==> config.mk <==
export PLATFORM = sky130hd
export DESIGN_NAME = ps2_mouse_master_ctrl_flat
export DESIGN_NICKNAME = d
export VERILOG_FILES = /design/src/rtl/ps2_mouse_pkg.sv /design/src/rtl/ps2_mouse_master_ctrl_if.sv /design/src/rtl/ps2_timeout_timer.sv /design/src/rtl/ps2_mouse_master_ctrl.sv /design/src/flat_wrapper.sv
export SDC_FILE = /design/constraint.sdc
export NUM_CORES = 1
export LEC_CHECK = 0
export CORE_MARGIN = 4
export CORE_UTILIZATION = 30
export CTS_BUF_LIST = sky130_fd_sc_hd__clkbuf_2 sky130_fd_sc_hd__clkbuf_4 sky130_fd_sc_hd__clkbuf_8
export DETAILED_ROUTE_END_ITERATION = 8
export GPL_TIMING_DRIVEN = 0
export PLACE_DENSITY = 0.58
export SYNTH_ARGS = -nofsm -noshare
export SYNTH_HDL_FRONTEND = slang
export SYNTH_SLANG_ARGS = --single-unit
==> constraint.sdc <==
create_clock -name clk_100M -period 2.93 [get_ports clk_100M]
set_clock_uncertainty 0.2 [all_clocks]
set_input_delay 0.293 -clock clk_100M [delete_from_list [all_inputs] [get_ports clk_100M]]
set_output_delay 0.293 -clock clk_100M [all_outputs]
set_load 0.01 [all_outputs]
==> src/rtl/ps2_mouse_pkg.sv <==
// Shared constants and state encoding for the PS/2 mouse link controller.
// The helpers describe the fixed power-up handshake as a table over states.
package ps2_mouse_pkg;

   localparam logic [7:0] CMD_RESET     = 8'hFF;
   localparam logic [7:0] CMD_STREAM_EN = 8'hF4;
   localparam logic [7:0] RSP_ACK       = 8'hFA;
   localparam logic [7:0] RSP_BAT_OK    = 8'hAA;
   localparam logic [7:0] RSP_ID_STD    = 8'h00;

   typedef enum logic [3:0] {
      S_SEND_RST    = 4'd0,
      S_WAIT_TX_RST = 4'd1,
      S_WAIT_ACK0   = 4'd2,
      S_WAIT_BAT    = 4'd3,
      S_WAIT_ID     = 4'd4,
      S_SEND_EN     = 4'd5,
      S_WAIT_TX_EN  = 4'd6,
      S_WAIT_ACK1   = 4'd7,
      S_B0          = 4'd8,
      S_B1          = 4'd9,
      S_B2          = 4'd10,
      S_EMIT        = 4'd11
   } ms_state_t;

   // Response byte the device must return in each handshake wait state.
   function automatic logic [7:0] init_rsp(ms_state_t s);
      case (s)
         S_WAIT_BAT: return RSP_BAT_OK;
         S_WAIT_ID:  return RSP_ID_STD;
         default:    return RSP_ACK;
      endcase
   endfunction

   function automatic ms_state_t init_next(ms_state_t s);
      case (s)
         S_WAIT_ACK0: return S_WAIT_BAT;
         S_WAIT_BAT:  return S_WAIT_ID;
         S_WAIT_ID:   return S_SEND_EN;
         default:     return S_B0;
      endcase
   endfunction

   // States that wait on the device and therefore run the timeout timer.
   function automatic logic is_timed(ms_state_t s);
      return s inside {S_WAIT_TX_RST, S_WAIT_ACK0, S_WAIT_BAT, S_WAIT_ID,
                       S_WAIT_TX_EN, S_WAIT_ACK1, S_B1, S_B2};
   endfunction

endpackage

==> src/rtl/ps2_mouse_master_ctrl_if.sv <==
// Byte-level link between the controller, the PS/2 tx/rx pair and the packet consumers.
interface ps2_mouse_master_ctrl_if;
   logic       send_byte;
   logic [7:0] byte_to_send;
   logic       byte_sent;
   logic       byte_ready;
   logic [7:0] byte_read;
   logic [1:0] byte_err;
   logic [7:0] mouse_status;
   logic [7:0] mouse_dx;
   logic [7:0] mouse_dy;
   logic       packet_valid;
   logic       init_done;

   modport master (
      output send_byte, byte_to_send, mouse_status, mouse_dx, mouse_dy, packet_valid, init_done,
      input  byte_sent, byte_ready, byte_read, byte_err
   );

   modport slave (
      input  send_byte, byte_to_send, mouse_status, mouse_dx, mouse_dy, packet_valid, init_done,
      output byte_sent, byte_ready, byte_read, byte_err
   );
endinterface

==> src/rtl/ps2_timeout_timer.sv <==
// Response-wait timer: counts enabled cycles and flags expiry on the last one.
module ps2_timeout_timer #(
   parameter int TIMEOUT_CYCLES = 50_000_000,
   parameter int TCNT_W         = 26
) (
   input  logic clk_100M,
   input  logic reset,
   input  logic clear,
   input  logic enable,
   output logic expired
);

   localparam logic [TCNT_W-1:0] LAST = TCNT_W'(TIMEOUT_CYCLES - 1);

   logic [TCNT_W-1:0] cnt_q;

   assign expired = enable && (cnt_q == LAST);

   // Holds at LAST until the owner reacts; the owner always clears on expiry.
   always_ff @(posedge clk_100M or posedge reset) begin
      if (reset)                    cnt_q <= '0;
      else if (clear)               cnt_q <= '0;
      else if (enable && !expired)  cnt_q <= cnt_q + TCNT_W'(1);
   end

endmodule

==> src/rtl/ps2_mouse_master_ctrl.sv <==
// PS/2 mouse link sequencer: power-up handshake, stream enable, 3-byte packet assembly.
// Packet outputs are registered so they change only as a complete, validated set.
module ps2_mouse_master_ctrl
   import ps2_mouse_pkg::*;
#(
   parameter int TIMEOUT_CYCLES = 50_000_000,
   parameter int TCNT_W         = 26
) (
   input  logic                     clk_100M,
   input  logic                     reset,
   ps2_mouse_master_ctrl_if.master  bus
);

   ms_state_t  state_q, state_d;
   logic       send_d;
   logic [7:0] tx_byte_d;
   logic       ld_b0, ld_b1, ld_b2, emit;
   logic       rx_ok;
   logic       tmr_clr, tmr_en, tmr_exp;
   logic [7:0] pkt_b0, pkt_b1, pkt_b2;

   assign rx_ok   = bus.byte_ready && (bus.byte_err == 2'd0);
   assign tmr_en  = is_timed(state_q);
   assign tmr_clr = (state_d != state_q) || bus.byte_ready;

   ps2_timeout_timer #(
      .TIMEOUT_CYCLES (TIMEOUT_CYCLES),
      .TCNT_W         (TCNT_W)
   ) u_tmr (
      .clk_100M (clk_100M),
      .reset    (reset),
      .clear    (tmr_clr),
      .enable   (tmr_en),
      .expired  (tmr_exp)
   );

   always_ff @(posedge clk_100M or posedge reset) begin
      if (reset) state_q <= S_SEND_RST;
      else       state_q <= state_d;
   end

   // A received byte is checked before expiry so a byte arriving on the last cycle wins.
   always_comb begin
      state_d   = state_q;
      send_d    = 1'b0;
      tx_byte_d = 8'h00;
      ld_b0     = 1'b0;
      ld_b1     = 1'b0;
      ld_b2     = 1'b0;
      emit      = 1'b0;
      case (state_q)
         S_SEND_RST: begin
            send_d    = 1'b1;
            tx_byte_d = CMD_RESET;
            state_d   = S_WAIT_TX_RST;
         end
         S_SEND_EN: begin
            send_d    = 1'b1;
            tx_byte_d = CMD_STREAM_EN;
            state_d   = S_WAIT_TX_EN;
         end
         S_WAIT_TX_RST, S_WAIT_TX_EN: begin
            if (bus.byte_sent)
               state_d = (state_q == S_WAIT_TX_RST) ? S_WAIT_ACK0 : S_WAIT_ACK1;
            else if (tmr_exp)
               state_d = S_SEND_RST;
         end
         S_WAIT_ACK0, S_WAIT_BAT, S_WAIT_ID, S_WAIT_ACK1: begin
            if (bus.byte_ready)
               state_d = (rx_ok && bus.byte_read == init_rsp(state_q)) ? init_next(state_q)
                                                                       : S_SEND_RST;
            else if (tmr_exp)
               state_d = S_SEND_RST;
         end
         S_B0: begin
            if (rx_ok && bus.byte_read[3]) begin
               ld_b0   = 1'b1;
               state_d = S_B1;
            end
         end
         S_B1, S_B2: begin
            if (rx_ok) begin
               ld_b1   = (state_q == S_B1);
               ld_b2   = (state_q == S_B2);
               state_d = (state_q == S_B1) ? S_B2 : S_EMIT;
            end else if (bus.byte_ready || tmr_exp) begin
               state_d = S_B0;
            end
         end
         S_EMIT: begin
            emit    = 1'b1;
            state_d = S_B0;
         end
         default: state_d = S_SEND_RST;
      endcase
   end

   always_ff @(posedge clk_100M or posedge reset) begin
      if (reset) begin
         bus.send_byte    <= 1'b0;
         bus.byte_to_send <= 8'h00;
         bus.packet_valid <= 1'b0;
         bus.mouse_status <= 8'h00;
         bus.mouse_dx     <= 8'h00;
         bus.mouse_dy     <= 8'h00;
         pkt_b0           <= 8'h00;
         pkt_b1           <= 8'h00;
         pkt_b2           <= 8'h00;
      end else begin
         bus.send_byte    <= send_d;
         bus.byte_to_send <= tx_byte_d;
         bus.packet_valid <= emit;
         if (ld_b0) pkt_b0 <= bus.byte_read;
         if (ld_b1) pkt_b1 <= bus.byte_read;
         if (ld_b2) pkt_b2 <= bus.byte_read;
         if (emit) begin
            bus.mouse_status <= pkt_b0;
            bus.mouse_dx     <= pkt_b1;
            bus.mouse_dy     <= pkt_b2;
         end
      end
   end

   assign bus.init_done = state_q inside {S_B0, S_B1, S_B2, S_EMIT};

endmodule

==> src/flat_wrapper.sv <==
// flat-port wrapper written by rule: the top's interface ports become plain ports
module ps2_mouse_master_ctrl_flat import ps2_mouse_pkg::*;
#(
   parameter int TIMEOUT_CYCLES = 50_000_000,
   parameter int TCNT_W         = 26
)
  (clk_100M, reset, bus_send_byte, bus_byte_to_send, bus_mouse_status, bus_mouse_dx, bus_mouse_dy, bus_packet_valid, bus_init_done, bus_byte_sent, bus_byte_ready, bus_byte_read, bus_byte_err);
  ps2_mouse_master_ctrl_if bus_i ();
  input  logic clk_100M;
  input  logic reset;
  output wire logic [$bits(bus_i.send_byte)-1:0] bus_send_byte;
  output wire logic [$bits(bus_i.byte_to_send)-1:0] bus_byte_to_send;
  output wire logic [$bits(bus_i.mouse_status)-1:0] bus_mouse_status;
  output wire logic [$bits(bus_i.mouse_dx)-1:0] bus_mouse_dx;
  output wire logic [$bits(bus_i.mouse_dy)-1:0] bus_mouse_dy;
  output wire logic [$bits(bus_i.packet_valid)-1:0] bus_packet_valid;
  output wire logic [$bits(bus_i.init_done)-1:0] bus_init_done;
  input wire logic [$bits(bus_i.byte_sent)-1:0] bus_byte_sent;
  input wire logic [$bits(bus_i.byte_ready)-1:0] bus_byte_ready;
  input wire logic [$bits(bus_i.byte_read)-1:0] bus_byte_read;
  input wire logic [$bits(bus_i.byte_err)-1:0] bus_byte_err;
  assign bus_send_byte = bus_i.send_byte;
  assign bus_byte_to_send = bus_i.byte_to_send;
  assign bus_mouse_status = bus_i.mouse_status;
  assign bus_mouse_dx = bus_i.mouse_dx;
  assign bus_mouse_dy = bus_i.mouse_dy;
  assign bus_packet_valid = bus_i.packet_valid;
  assign bus_init_done = bus_i.init_done;
  assign bus_i.byte_sent = bus_byte_sent;
  assign bus_i.byte_ready = bus_byte_ready;
  assign bus_i.byte_read = bus_byte_read;
  assign bus_i.byte_err = bus_byte_err;
  ps2_mouse_master_ctrl #(.TIMEOUT_CYCLES(TIMEOUT_CYCLES), .TCNT_W(TCNT_W)) u_core (.clk_100M(clk_100M), .reset(reset), .bus(bus_i));
endmodule
Word-level counts from Yosys, hierarchy flattened
Index checks and enable logic that the tools add are counted.
{ "classes": {"n_addsub": 1, "n_eq_ne": 14, "n_mux": 25, "n_reduce_logical": 17} }
{ "op_table": {"columns": ["cell", "n"], "rows": [
  ["2-to-1 mux 26 bit", 2],
  ["case mux 8 bit (2 select lines)", 2],
  ["2-to-1 mux 4 bit", 7],
  ["case mux 4 bit (7 select lines)", 1],
  ["adder 26 x 1 -> 26 bit, second input constant", 1],
  ["== test 26 bit, second input constant", 1],
  ["== test 4 x 3 -> 1 bit, second input constant", 4],
  ["== test 4 bit, second input constant", 4],
  ["2-to-1 mux 8 bit", 2],
  ["case mux 4 bit (3 select lines)", 1],
  ["2-to-1 mux 1 bit", 9],
  ["== test 4 x 2 -> 1 bit, second input constant", 2],
  ["== test 8 bit", 1],
  ["nonzero test 8 bit", 1],
  ["OR reduction 2 bit", 3],
  ["logical AND 1 bit", 5],
  ["== test 4 x 1 -> 1 bit, second input constant", 1],
  ["logical NOT 4 bit", 1],
  ["inequality test 4 bit", 1],
  ["nonzero test 4 bit", 1],
  ["OR reduction 4 bit", 1],
  ["2-to-1 mux 3 bit", 1],
  ["logical NOT 2 bit", 1],
  ["logical OR 1 bit", 2],
  ["other kinds (2)", 2]
]} }
{ "totals": {"ff_bits": 88, "in_bits": 14, "out_inout_bits": 35} }

Longest topological paths before layout
{ "logic_depth": {"ltp_word": 12, "ltp_mapped": 9} }

By module
A second synthesis with hierarchy kept.
{ "unflattened": {"cells_unflattened": 356, "hier_area_um2": 4022.6} }
{ "modules_own_cells": {"columns": ["mod", "instances", "cells_per_inst", "area_each_um2", "seq_area_each_um2"], "rows": [
  ["ps2_mouse_master_ctrl", 1, 209, 2560.0, 1376.3],
  ["ps2_timeout_timer", 1, 147, 1462.7, 650.6]
]} }

Worst setup path after synthesis
Ideal clock, no wire load.
{ "synth_path": {"path_type": "register to register", "from": "reg u_core.state_q[1]", "to": "reg u_core.u_tmr.cnt_q[18]", "setup_time_ps": 120, "t_arrival_ps": 2111, "required_ps": 2610, "setup_slack_ps": 499, "stages_incl_launch_ff": 9, "path_buffers": 2, "period_less_slack_ps": 2431, "cell_sequence": "dfrtp_1 > clkbuf_1 > nor4b_1 > mux2i_1 > nor2_1 > a41o_1 > o221ai_2 > buf_4 > nor3_1"} }
{ "synth_between": {"elab_chain_len": 12, "elab_cells_between_ends": 40, "classes_between": "eq/ne (13); mux (15); reduce/logical (12)"} }
{ "synth_lines": {"columns": ["item", "line", "text"], "rows": [
  ["start, declared", "ps2_mouse_master_ctrl.sv:14", "ms_state_t state_q, state_d;"],
  ["start signal, assigned", "ps2_mouse_master_ctrl.sv:39", "else state_q <= state_d;"],
  ["== test 4 x 3 -> 1 bit / == test 4 x 2 -> 1 bit (equally long branches)", null, null],
  ["case mux 8 bit (2 select lines)", "ps2_mouse_pkg.sv:28", "case (s)"],
  ["2-to-1 mux 8 bit", "ps2_mouse_master_ctrl.sv:69", "if (bus.byte_ready)"],
  ["2-to-1 mux 8 bit", "ps2_mouse_master_ctrl.sv:51", "case (state_q)"],
  ["== test 8 bit", "ps2_mouse_master_ctrl.sv:70", "state_d = (rx_ok && bus.byte_read == init_rsp(state_q)) ? init_next(state_q)"],
  ["logical AND 1 bit", "ps2_mouse_master_ctrl.sv:70", null],
  ["2-to-1 mux 4 bit", "ps2_mouse_master_ctrl.sv:70", null],
  ["2-to-1 mux 4 bit", "ps2_mouse_master_ctrl.sv:69", null],
  ["case mux 4 bit (7 select lines)", "ps2_mouse_master_ctrl.sv:51", null],
  ["inequality test 4 bit", "ps2_mouse_master_ctrl.sv:24", "assign tmr_clr = (state_d != state_q) || bus.byte_ready;"],
  ["logical OR 1 bit", "ps2_mouse_master_ctrl.sv:24", null],
  ["2-to-1 mux 26 bit / nonzero test 2 bit (equally long branches)", null, null],
  ["end signal, assigned", "ps2_timeout_timer.sv:23", "else if (enable && !expired) cnt_q <= cnt_q + TCNT_W'(1);"],
  ["end, declared", "ps2_timeout_timer.sv:15", "logic [TCNT_W-1:0] cnt_q;"]
]} }
Parallel ways exist; a longest one is shown, timed or not. The select of a mux whose other input is x is not followed.
A chain may end at the register's enable or synchronous reset.

Final worst setup path
{ "layout_path": {"from": "in bus_byte_ready", "to": "reg u_core.u_tmr.cnt_q[12]"} }
{ "layout_between": {"elab_chain_len": 8, "elab_cells_between_ends": 14, "classes_between": "eq/ne (1); mux (7); reduce/logical (6)"} }
{ "layout_lines": {"columns": ["item", "line", "text"], "rows": [
  ["start, declared", "flat_wrapper.sv:19", "input wire logic [$bits(bus_i.byte_ready)-1:0] bus_byte_ready;"],
  ["logical AND 1 bit", "ps2_mouse_master_ctrl.sv:22", "assign rx_ok = bus.byte_ready && (bus.byte_err == 2'd0);"],
  ["logical AND 1 bit", "ps2_mouse_master_ctrl.sv:70", null],
  ["2-to-1 mux 4 bit", "ps2_mouse_master_ctrl.sv:70", null],
  ["2-to-1 mux 4 bit", "ps2_mouse_master_ctrl.sv:69", null],
  ["case mux 4 bit (7 select lines)", "ps2_mouse_master_ctrl.sv:51", null],
  ["inequality test 4 bit", "ps2_mouse_master_ctrl.sv:24", null],
  ["logical OR 1 bit *", "ps2_mouse_master_ctrl.sv:24", null],
  ["2-to-1 mux 26 bit / nonzero test 2 bit (equally long branches)", null, null]
]} }
Every way passes the cells marked *; elsewhere a longest branch is shown, timed or not.

==> results.txt <==
status: finished, final reports clean
number of fill cells in the layout: 1255
Routed WL: 8390 um
final setup fails: 0
first-pass GRT wire length: 14200 um
RSZ-0062 raised after global routing: no
Max VDD drop: 190 uV
final worst path period need: 2.81 ns
synthesized cell area: 0.00383 mm2
share of cells above drive strength 1: 13.9%
Die ar.: 0.0146 mm2
Avg Cell Area, Syn: 10.1 um2
vias: 2904
Hold WS: 0.0227 ns
headroom to the max-slew limit: 66.9%
most frequent cells in the layout: nand2_1, dfrtp_1, clkdlybuf4s50_1
Post-synth EDFFs: 0
Mapped Cells: 379
simple-gate share of the synthesized area: 23.2%
Area Growth Syn to Fin: 25.3%
Post-DRT Antenna Nets: 0
Final Max Tran Viols: 0
fmax: 0.356 GHz
Pre-Repair DR Iteration Count: 4
largest family of logic cells by synthesized area: simple AND/OR/NAND/NOR gates
DRC: 0
Worst Path Required: 2.97 ns
worst skew pair latency: 0.36 ns
layout net count: 455
Synth Area in Compound Gates: 5.36%
warnings from Yosys: 0
Max stage delay on crit path: 0.61 ns
Antenna diodes: 0
cts hold-fix bufs: 0
Max stage delay cell, worst path: clkdlybuf4s50_1
CP cell instances: clkdlybuf4s50_1 > or3b_1 > or4_4 > nor3_4 > mux2i_1 > a311oi_4 > buf_6 > nor3_1
initial cell density of the core: 30.5%
Top Ports: 49
DR WL/cell: 13.6 um
Synth Flop Type: dfrtp_1
die height: 121 um
Final Util: 38.2%
ratio of final minimum period to clock period: 95.9%
most common cell after layout, fill and taps aside: nand2_1
vias per cell: 4.71
TritonCTS Buffers: 9
gr usage total: 12.3%
Seq cells post-synth: 81
Adder-Cell Fraction of Synth Area: 0.327%
Seq/Total Area, Yosys: 52.9%
syn_nets: 394
leakage: 2.19 nW
largest net degree at the start of global routing: 66
area of the core: 0.0126 mm2
grt total ovfl: 0
r2r setup slk: 0.22 ns
WS Path Type: input port to register
Detail Placement HPWL: 6070 um
initial drt markers: 214
slew at the pin with the worst max-slew slack: 0.493 ns
Power Dens Cells: 581 mW/mm2
Reg-to-Reg Start: u_core.state_q[1]$_DFF_PP0_
async set-reset flop share out of synthesis: 100%
XOR/XNOR Fraction of Synth Area: 6.18%
CP top delay family: simple AND/OR/NAND/NOR gates
clock root cell: clkbuf_8
number of H-tree levels: 3
die width: 121 um
clock-pin slew on the worst setup and hold paths: 0.09 ns
Placer Congestion: 0.870
WP data arrival: 2.85 ns
worst-path fanout max: 10
Register Area: 0.00203 mm2
r2r endpoint: u_core.u_tmr.cnt_q[12]$_DFFE_PP0P_
setup slack after placement: -0.330 ns
Hold Path Class: input port to async pin
initial antenna violation count: 0
Port-buffer cells: 48
max cap viols: 0
R2R cell count: 9
number of global-route vias before repair: 2854
clk sinks: 81
Yosys cell types: 46
row cnt: 41
Buf/Inv on CP: 2
CP Capture Type: register
CP startpoint kind: input port
PnR worst setup slack: 0.119 ns
mux share of post-synthesis cell area: 7.55%
Clock Tree Buf Depth: 2
Final Hold Viols: 0
CTS tree: built
multi-input logic area: 0.00166 mm2
final cells by class:
type / instances / area share [%]
Sequential cell: 81 / 42.2
Tap cell: 172 / 4.49
Clock buffer: 10 / 2.87
Buffer: 22 / 2.79
Timing Repair Buffer: 50 / 10.7
Multi-Input combinational cell: 266 / 34.5
Clock inverter: 6 / 1.51
Inverter: 10 / 0.834
registers in the layout, summed over array words and instances, names as in the netlist:
register and flops:
u_core.bus.mouse_dy 8, u_core.bus.packet_valid 1, u_core.state_q 4, u_core.pkt_b2 8, u_core.bus.mouse_status 8, u_core.pkt_b1 8
u_core.pkt_b0 8, u_core.bus.byte_to_send 2, u_core.bus.mouse_dx 8, u_core.u_tmr.cnt_q 26
power breakdown:
part           internal, mW  switching, mW  leakage, nW  total, mW
registers              1.15         0.0394         1.13       1.19
clock network         0.429          0.440        0.109      0.869
logic                 0.312          0.415        0.958      0.727
total                  1.89          0.894         2.19       2.79
cells by family after synthesis:
family / after synthesis
xor gates and xnor gates: 27
muxes: 26
AOI/OAI and AO/OA: 25
buffers and inverters: 32
and+or+nand+nor: 187
adders and majority gates: 1
DFF: 81
repair_timing:
| item | CTS | global route |
|---|---|---|
| buffers inserted | 0 | 1 |
| resized for setup | 1 | 5 |
| endpoints found under the setup margin | 20 | 20 |
layer usage:
metal / wire length [um] / global-route usage, % / up-vias
met5: 0 / 0 / -
met4: 132 / 4.32 / 0
li1: - / - / 1418
met3: 320 / 3.17 / 12
met2: 4040 / 19.5 / 52
met1: 3900 / 16.3 / 1422
stage by stage:
stage	power [mW]	area [um2]	TNS, ns	instances
finish	2.79	4800	0	617
global route	2.95	4800	0	617
CTS	2.80	4770	0	616
detailed placement	1.93	4550	-7.24	600
global placement	1.91	4520	-86.01	599
floorplan	1.68	3830	0	379
synthesized netlist by cell type, drive strengths merged (2+ instances only):
| library cell | count | area share (%) |
|---|---|---|
| nand2 | 86 | 8.4 |
| dfrtp | 81 | 53 |
| nor3 | 36 | 5.0 |
| mux2 | 23 | 6.8 |
| nor2 | 18 | 1.8 |
| nand3 | 16 | 2.1 |
| xnor2 | 16 | 3.7 |
| buf | 13 | 2.6 |
| xor2 | 11 | 2.5 |
| inv | 10 | 0.98 |
| clkbuf | 9 | 0.88 |
| a21oi | 5 | 0.65 |
| and4 | 5 | 1.1 |
| nand4 | 5 | 0.82 |
| and3 | 4 | 0.65 |
| mux2i | 3 | 0.78 |
| nand2b | 3 | 0.49 |
| nor2b | 3 | 0.49 |
| nor4 | 3 | 0.49 |
| o21ai | 3 | 0.39 |
| o221ai | 3 | 0.85 |
| a31oi | 2 | 0.33 |
| and3b | 2 | 0.46 |
| nor4b | 2 | 0.46 |
| o31ai | 2 | 0.39 |
worst max path at each step:
stage                   startpoint                                    to  slack [ns]  cells past startpoint
floorplan                    reset  u_core.bus.byte_to_send[3]$_DFF_PP0_        0.36                      1
global route        bus_byte_ready    u_core.u_tmr.cnt_q[15]$_DFFE_PP0P_       0.001                      8
global placement             reset    u_core.bus.mouse_dy[2]$_DFFE_PP0P_       -0.98                      2
detailed placement  bus_byte_ready    u_core.u_tmr.cnt_q[18]$_DFFE_PP0P_       -0.33                      8
CTS                 bus_byte_ready    u_core.u_tmr.cnt_q[25]$_DFFE_PP0P_        0.06                      8
finish              bus_byte_ready    u_core.u_tmr.cnt_q[12]$_DFFE_PP0P_        0.12                      8
Note: power is estimated with default switching activity, not from simulation.
